$ cat src/rtl/reg_file_sb.sv
// Register file (x0 hardwired to zero) with a per-register scoreboard busy bit and a pending-write count.
// Optional macro REG_FILE_BYPASS_EN forwards same-cycle write data onto the read ports.
module reg_file_sb #(
    parameter int              XLEN     = 32,
    parameter int              NREGS    = 32,
    parameter int              SP_IDX   = 2,
    parameter logic [XLEN-1:0] SP_RESET = 32'h80000800,
    localparam int             AW       = $clog2(NREGS),
    localparam int             CW       = $clog2(NREGS) + 1
) (
    input  logic            clk,
    input  logic            reset,
    input  logic [AW-1:0]   readA,
    input  logic [AW-1:0]   readB,
    input  logic            writeEnC,
    input  logic [AW-1:0]   writeC,
    input  logic [XLEN-1:0] writeDataC,
    input  logic            issueEn,
    input  logic [AW-1:0]   issueRd,
    output logic [XLEN-1:0] A,
    output logic [XLEN-1:0] B,
    output logic            busyA,
    output logic            busyB,
    output logic [CW-1:0]   pendCount
);

    logic [XLEN-1:0] regs [NREGS];
    logic [NREGS-1:0] busy;
    logic [NREGS-1:0] busy_next;
    logic             wr_en;
    logic             iss_en;
    logic             cnt_inc;
    logic             cnt_dec;
    logic             byp_a;
    logic             byp_b;

    // Counter step clamped to [0, NREGS-1] so it can never wrap.
    function automatic logic [CW-1:0] step_count(input logic [CW-1:0] cnt,
                                                 input logic          inc,
                                                 input logic          dec);
        logic [CW-1:0] max_cnt;
        max_cnt = CW'(NREGS - 1);
        if (inc && !dec && cnt != max_cnt) return cnt + 1'b1;
        if (dec && !inc && cnt != '0)      return cnt - 1'b1;
        return cnt;
    endfunction

    assign wr_en  = writeEnC && (writeC != '0);
    assign iss_en = issueEn && (issueRd != '0);

    always_ff @(posedge clk or negedge reset) begin
        if (!reset) begin
            for (int i = 0; i < NREGS; i++) begin
                regs[i] <= (i == SP_IDX) ? SP_RESET : '0;
            end
        end else if (wr_en) begin
            regs[writeC] <= writeDataC;
        end
    end

    // Issue is applied after writeback so a same-register collision leaves the bit set.
    always_comb begin
        busy_next = busy;
        if (wr_en)  busy_next[writeC]  = 1'b0;
        if (iss_en) busy_next[issueRd] = 1'b1;
    end

    assign cnt_inc = iss_en && !busy[issueRd];
    assign cnt_dec = wr_en && busy[writeC] && !(iss_en && (issueRd == writeC));

    always_ff @(posedge clk or negedge reset) begin
        if (!reset) begin
            busy      <= '0;
            pendCount <= '0;
        end else begin
            busy      <= busy_next;
            pendCount <= step_count(pendCount, cnt_inc, cnt_dec);
        end
    end

`ifdef REG_FILE_BYPASS_EN
    assign byp_a = reset && wr_en && (readA == writeC);
    assign byp_b = reset && wr_en && (readB == writeC);
`else
    assign byp_a = 1'b0;
    assign byp_b = 1'b0;
`endif

    always_comb begin
        A = '0;
        B = '0;
        if (readA != '0) A = byp_a ? writeDataC : regs[readA];
        if (readB != '0) B = byp_b ? writeDataC : regs[readB];
    end

    assign busyA = busy[readA];
    assign busyB = busy[readB];

endmodule

$ cat config.mk
export PLATFORM = sky130hd
export DESIGN_NAME = reg_file_sb
export DESIGN_NICKNAME = d
export VERILOG_FILES = /design/src/rtl/reg_file_sb.sv
export SDC_FILE = /design/constraint.sdc
export NUM_CORES = 2
export LEC_CHECK = 0
export CAP_MARGIN = 20
export CORE_MARGIN = 2
export CORE_UTILIZATION = 40
export CTS_CLUSTER_DIAMETER = 30
export DETAILED_ROUTE_END_ITERATION = 10
export MAX_ROUTING_LAYER = met4
export PLACE_DENSITY = 0.66
export SETUP_SLACK_MARGIN = 0.1
export SLEW_MARGIN = 20
export SYNTH_ARGS = -nofsm -noshare
export SYNTH_HDL_FRONTEND = slang
export SYNTH_SLANG_ARGS = --single-unit
export TNS_END_PERCENT = 5
$ cat constraint.sdc
create_clock -name clk -period 15.8 [get_ports clk]
set_input_delay 4.74 -clock clk [delete_from_list [all_inputs] [get_ports clk]]
set_output_delay 4.74 -clock clk [all_outputs]
set_load 0.1 [all_outputs]
Word-level counts from Yosys, hierarchy flattened
Index checks and enable logic that the tools add are counted.
{"block": "classes", "n_addsub": 2, "order_cmp": 10, "n_eq_ne": 2, "n_mux": 32, "bitwise_logic": 6, "reduce_logical": 23}
{"operator": "bitwise mux 1024 bit", "n": 1}
{"operator": "binary-select mux 32 bit (select 5 bit)", "n": 2}
{"operator": "two-way mux 32 bit", "n": 9}
{"operator": "demux 32 bit (select 5 bit)", "n": 1}
{"operator": "AND 32 bit", "n": 1}
{"operator": "NOT 32 bit", "n": 1}
{"operator": "OR 32 bit", "n": 1}
{"operator": "less-than comparator 5 x 6 -> 1 bit (second input constant)", "n": 4}
{"operator": "two-way mux 6 bit", "n": 4}
{"operator": "binary-select mux 1 bit (select 5 bit)", "n": 4}
{"operator": "nonzero test 5 bit", "n": 4}
{"operator": "greater-or-equal comparator 6 bit (second input constant)", "n": 3}
{"operator": "NOT 5 -> 6 bit", "n": 3}
{"operator": "logical AND 1 bit", "n": 13}
{"operator": "demux 1 bit (select 5 bit)", "n": 2}
{"operator": "greater-or-equal comparator 5 x 1 -> 1 bit (second input constant)", "n": 2}
{"operator": "two-way mux 1 bit", "n": 9}
{"operator": "adder 6 x 1 -> 6 bit (second input constant)", "n": 1}
{"operator": "less-than comparator 6 x 1 -> 1 bit (second input constant)", "n": 1}
{"operator": "inequality test 6 x 5 -> 1 bit (second input constant)", "n": 1}
{"operator": "nonzero test 6 bit", "n": 1}
{"operator": "subtractor 6 x 1 -> 6 bit (second input constant)", "n": 1}
{"operator": "equality test 5 bit", "n": 1}
{"operator": "logical NOT 1 bit", "n": 4}
{"operator": "nonzero test 2 bit", "n": 1}
{"block": "totals", "register_bits": 1062, "in_bits": 56, "out_inout_bits": 72, "word_cells": 109}

Longest topological paths before layout
{"block": "logic_depth", "depth_word": 12, "depth_mapped": 10, "mapped_depth_nobuf": 7}

Least setup slack after synthesis
Ideal clock, no wire load.
{"block": "synth_timing", "kind": "input -> output", "from": "in readB[0]", "to": "out B[10]", "t_arrival_ps": 8595, "required_ps": 11060, "path_slack_ps": 2465, "path_stages": 9, "cell_sequence": "buf_2 > buf_2 > buf_2 > buf_2 > buf_2 > mux2i_1 > o221ai_1 > a221oi_1 > a211oi_1"}
{"block": "synth_between", "elab_chain_cells": 5, "word_cells_on_any_way": 6}
{"item": "start, declared", "line": "14", "source": "input logic [AW-1:0] readB,"}
{"item": "NOT 5 -> 6 bit (implied by the code)", "line": "93", "source": "if (readB != '0) B = byp_b ? writeDataC : regs[readB];"}
{"item": "binary-select mux 32 bit (select 5 bit)", "line": "93"}
{"item": "two-way mux 32 bit (implied by the code) (2 in a row)", "line": "93"}
{"item": "two-way mux 32 bit (*)", "line": "93"}
{"item": "end, declared", "line": "21", "source": "output logic [XLEN-1:0] B,"}
Every way passes the cells marked *; elsewhere a longest branch is shown, timed or not. The select of a mux whose other input is x is not followed.

Worst setup path after layout
{"block": "layout_timing", "from": "in readB[1]", "to": "out B[14]"}
The elaborated chain is that of the path after synthesis.

==> impl_metrics.ini <==
[worst_setup_path]
end_kind = output pin
crit_path_start_kind = input pin
critPathMaxStageDelay_ns = 1.29
worstPathArrival_ns = 8.86
crit_fanout = 68
critPathRequiredTime_ns = 11.06
cp_slowest_cell = clkdlybuf4s50_1
critPathTopFamily = buffers and inverters
criticalPathCategory = in -> out
crit_chain = buf_8, or3_4, buf_4, o221ai_1, a221oi_1, a211oi_1, clkdlybuf4s50_1
critPathBufInv = 3

[route]
via_count = 35500
drt-met1-wl_mm = 72.9
dr.pass1.iters = 7
top_layer = met4
wl_per_cell_um = 30.4
wl_met3_mm = 11.2
dr_wl_met2_mm = 84.4
ant_nets = 0
drtIter0Drc = 3267
wl_mm = 174
vias_per_cell = 6.21
remaining_drc_errors = 0

[clock_tree]
cts_max_level = 4
clk_latency_ns = 0.80
cts_buffers = 212
cts_setup_buffers = 0
hold_buffers = 0
clk_pin_slew_ns = 0.04
root_buffer = clkbuf_16
postCtsResizedCells = 0
clock_sinks = 1062
cts_tree = done
clock_path_buffers = 3

[logic_synthesis]
syn_inst = 3665
async_reset_ff_share_pct = 100
yosysWarnings = 0
syn-cell-area_sq_um = 56900
syn_area_per_cell_sq_um = 15.5
synth_nets = 3724
synth_cell_type_count = 56
synth_ff_type = dfrtp_1
synth_edf_count = 0
ys_seq_area_share_pct = 46.7
ys_seq_elements = 1062

[pwr]
peakVddDrop_v = 0.000116
leakage_nw = 28.8
pwr_density_cell_nw_per_um2 = 155

[layout]
layout.nets = 3707
area.growth.synth_to_final_pct = 18.3
drive_gt1_share_pct = 55.0

[hold_path]
hp-class = reg -> reg

[sta]
rsz0062_at_grt = false
slew_headroom_pct = 23.9
max_freq_mhz = 73.5
setup_viol = 0
hold_viol = 0
layout_min_cycle_time_ns = 13.60
slew_violations = 0
worst_pin_slew_ns = 1.14
timing.final.crit_share_pct = 86.1
finalWorstSetupSlack_ns = 2.20
skew_ns = 0.0123
setup_tns_ns = 0

[floorplan]
ioPinCount = 128
start_util_pct = 40.2
row_count = 138
die_x_um = 381
core_region_area_sq_um = 141000
die-area_sq_um = 145000
die_h_um = 381

[placement]
gp_congestion = 0.844
place_ws_ns = 2.31
port_buffers = 127
dp_hpwl_mm = 93.6

[status]
status = complete, no violations

[global_route]
antenna_found_initial = 9
grt_pass1_vias = 37200
grt_util_all_layers_pct = 24.9
grt-ovfl-total = 0
grt_max_degree = 164
grt_pass1_wl_mm = 259

[flow_run]
cap_violations = 0
cells by family after synthesis:
logic type / Yosys count / share of synthesized area (%)
flops: 1062 / 46.7
buf+inv: 432 / 3.12
simple gates: 190 / 1.62
xor+xnor: 9 / 0.139
compound gates: 212 / 2.62
mux: 1757 / 45.7
fa+ha+maj: 3 / 0.0660
sequential cells by signal, summed over array words and instances (netlist names):
| register | flops |
|---|---|
| regs | 1024 |
| busy | 32 |
| pendCount | 6 |
stage by stage:
stage	area, sq um	hold WS [ns]	std cells	total power, W	util (%)
finish	67300	0.394	5726	0.0105	47.6
global route	67300	0.407	5725	0.0108	47.6
CTS	67300	0.395	5717	0.0105	47.6
detailed placement	59700	0.385	5323	0.00576	42.2
global placement	59700	0.378	5323	0.00570	42.2
floorplan	56900	0.441	3665	0.00518	-
path summary, 6_finish.rpt:
check                      slack (ns)       start           end  depth (start not counted)
hold reg to reg                  0.39  regs[1010]    regs[1010]                          0
setup reg to reg                13.27     busy[1]  pendCount[5]                          6
max in group asynchronous        9.60       reset     regs[454]                          3
min in group asynchronous        3.91       reset     regs[761]                          1
hold / removal                   0.39  regs[1010]    regs[1010]                          0
setup / recovery                 2.20    readB[1]         B[14]                          7
per-layer routing:
| layer | track usage [%] | up-vias |
|---|---|---|
| met1 | 32.4 | 19500 |
| met4 | 8.42 | 0 |
| li1 | - | 14300 |
| met2 | 39.4 | 1373 |
| met5 | - | - |
| met3 | 4.47 | 363 |
cell type report:
cell class / instances / area (sq um)
clock inverter: 130 / 1730
sequential: 1062 / 26600
multi-input combinational: 2171 / 28800
inverter: 5 / 18.8
timing repair buffer: 196 / 1920
tap: 1890 / 2360
antenna: 8 / 20.0
clock buffer: 264 / 5890
fill: 11900 / 74100
power breakdown:
| part | internal, W | total, W | switching [W] |
|---|---|---|---|
| clock network | 0.00317 | 0.00472 | 0.00155 |
| registers | 0.00325 | 0.00364 | 0.000391 |
| logic | 0.00108 | 0.00210 | 0.00102 |
layout by cell type (no fill, tap or decap), types with 16 or more instances in the layout:
| master | Yosys | final |
|---|---|---|
| a211oi_1 | 23 | 22 |
| a21oi_1 | 26 | 26 |
| a221oi_1 | 19 | 19 |
| buf_4 | 5 | 60 |
| bufinv_16 | 0 | 33 |
| clkbuf_1 | 255 | 18 |
| clkbuf_16 | 0 | 216 |
| clkbuf_8 | 0 | 30 |
| clkdlybuf4s50_1 | 0 | 110 |
| clkinv_2 | 0 | 35 |
| clkinv_4 | 0 | 16 |
| clkinvlp_4 | 0 | 27 |
| dfrtp_1 | 1060 | 1060 |
| mux2_2 | 1035 | 1035 |
| mux2i_1 | 155 | 155 |
| mux4_2 | 565 | 565 |
| nand2_1 | 36 | 23 |
| nor2_1 | 74 | 58 |
| nor2_4 | 0 | 16 |
| o21ai_0 | 42 | 42 |
| o221ai_1 | 24 | 24 |
| o22ai_1 | 25 | 25 |
synth_stat cells, drive strengths merged, types with 2 or more instances:
cell,instances,area (sq um)
a211oi,24,185
or3b,4,35.0
and3,3,18.8
mux2,1035,11700
mux2i,155,1550
o21ai,42,210
buf,172,797
nand2,36,135
o221ai,24,210
xor2,6,52.6
dfstp,2,52.6
ha,3,37.5
a21oi,26,130
a211o,9,78.8
nand2b,13,81.3
o22a,8,70.1
dfrtp,1060,26500
nand3b,7,52.6
xnor2,3,26.3
nand3,11,55.1
mux4,567,12800
or3,4,25.0
a22o,6,52.6
nand4,5,37.5
o311a,2,20.0
clkbuf,255,957
o22ai,25,156
nor2b,6,37.5
a221oi,19,166
o211ai,11,82.6
or4,2,15.0
nand4b,2,17.5
nor3,16,80.1
inv,5,18.8
a22oi,8,60.1
nor2,74,278
or2,2,12.5
nor3b,2,15.0
worst reg2reg max path, stage by stage, from the launching register on:
cell and delay (ns):
dfrtp_1 0.43, mux4_1 0.60, a211oi_2 0.27, nand4_2 0.26
or4_1 0.56, mux2i_1 0.18, xor2_1 0.16
(Power assumes the default switching activity.)
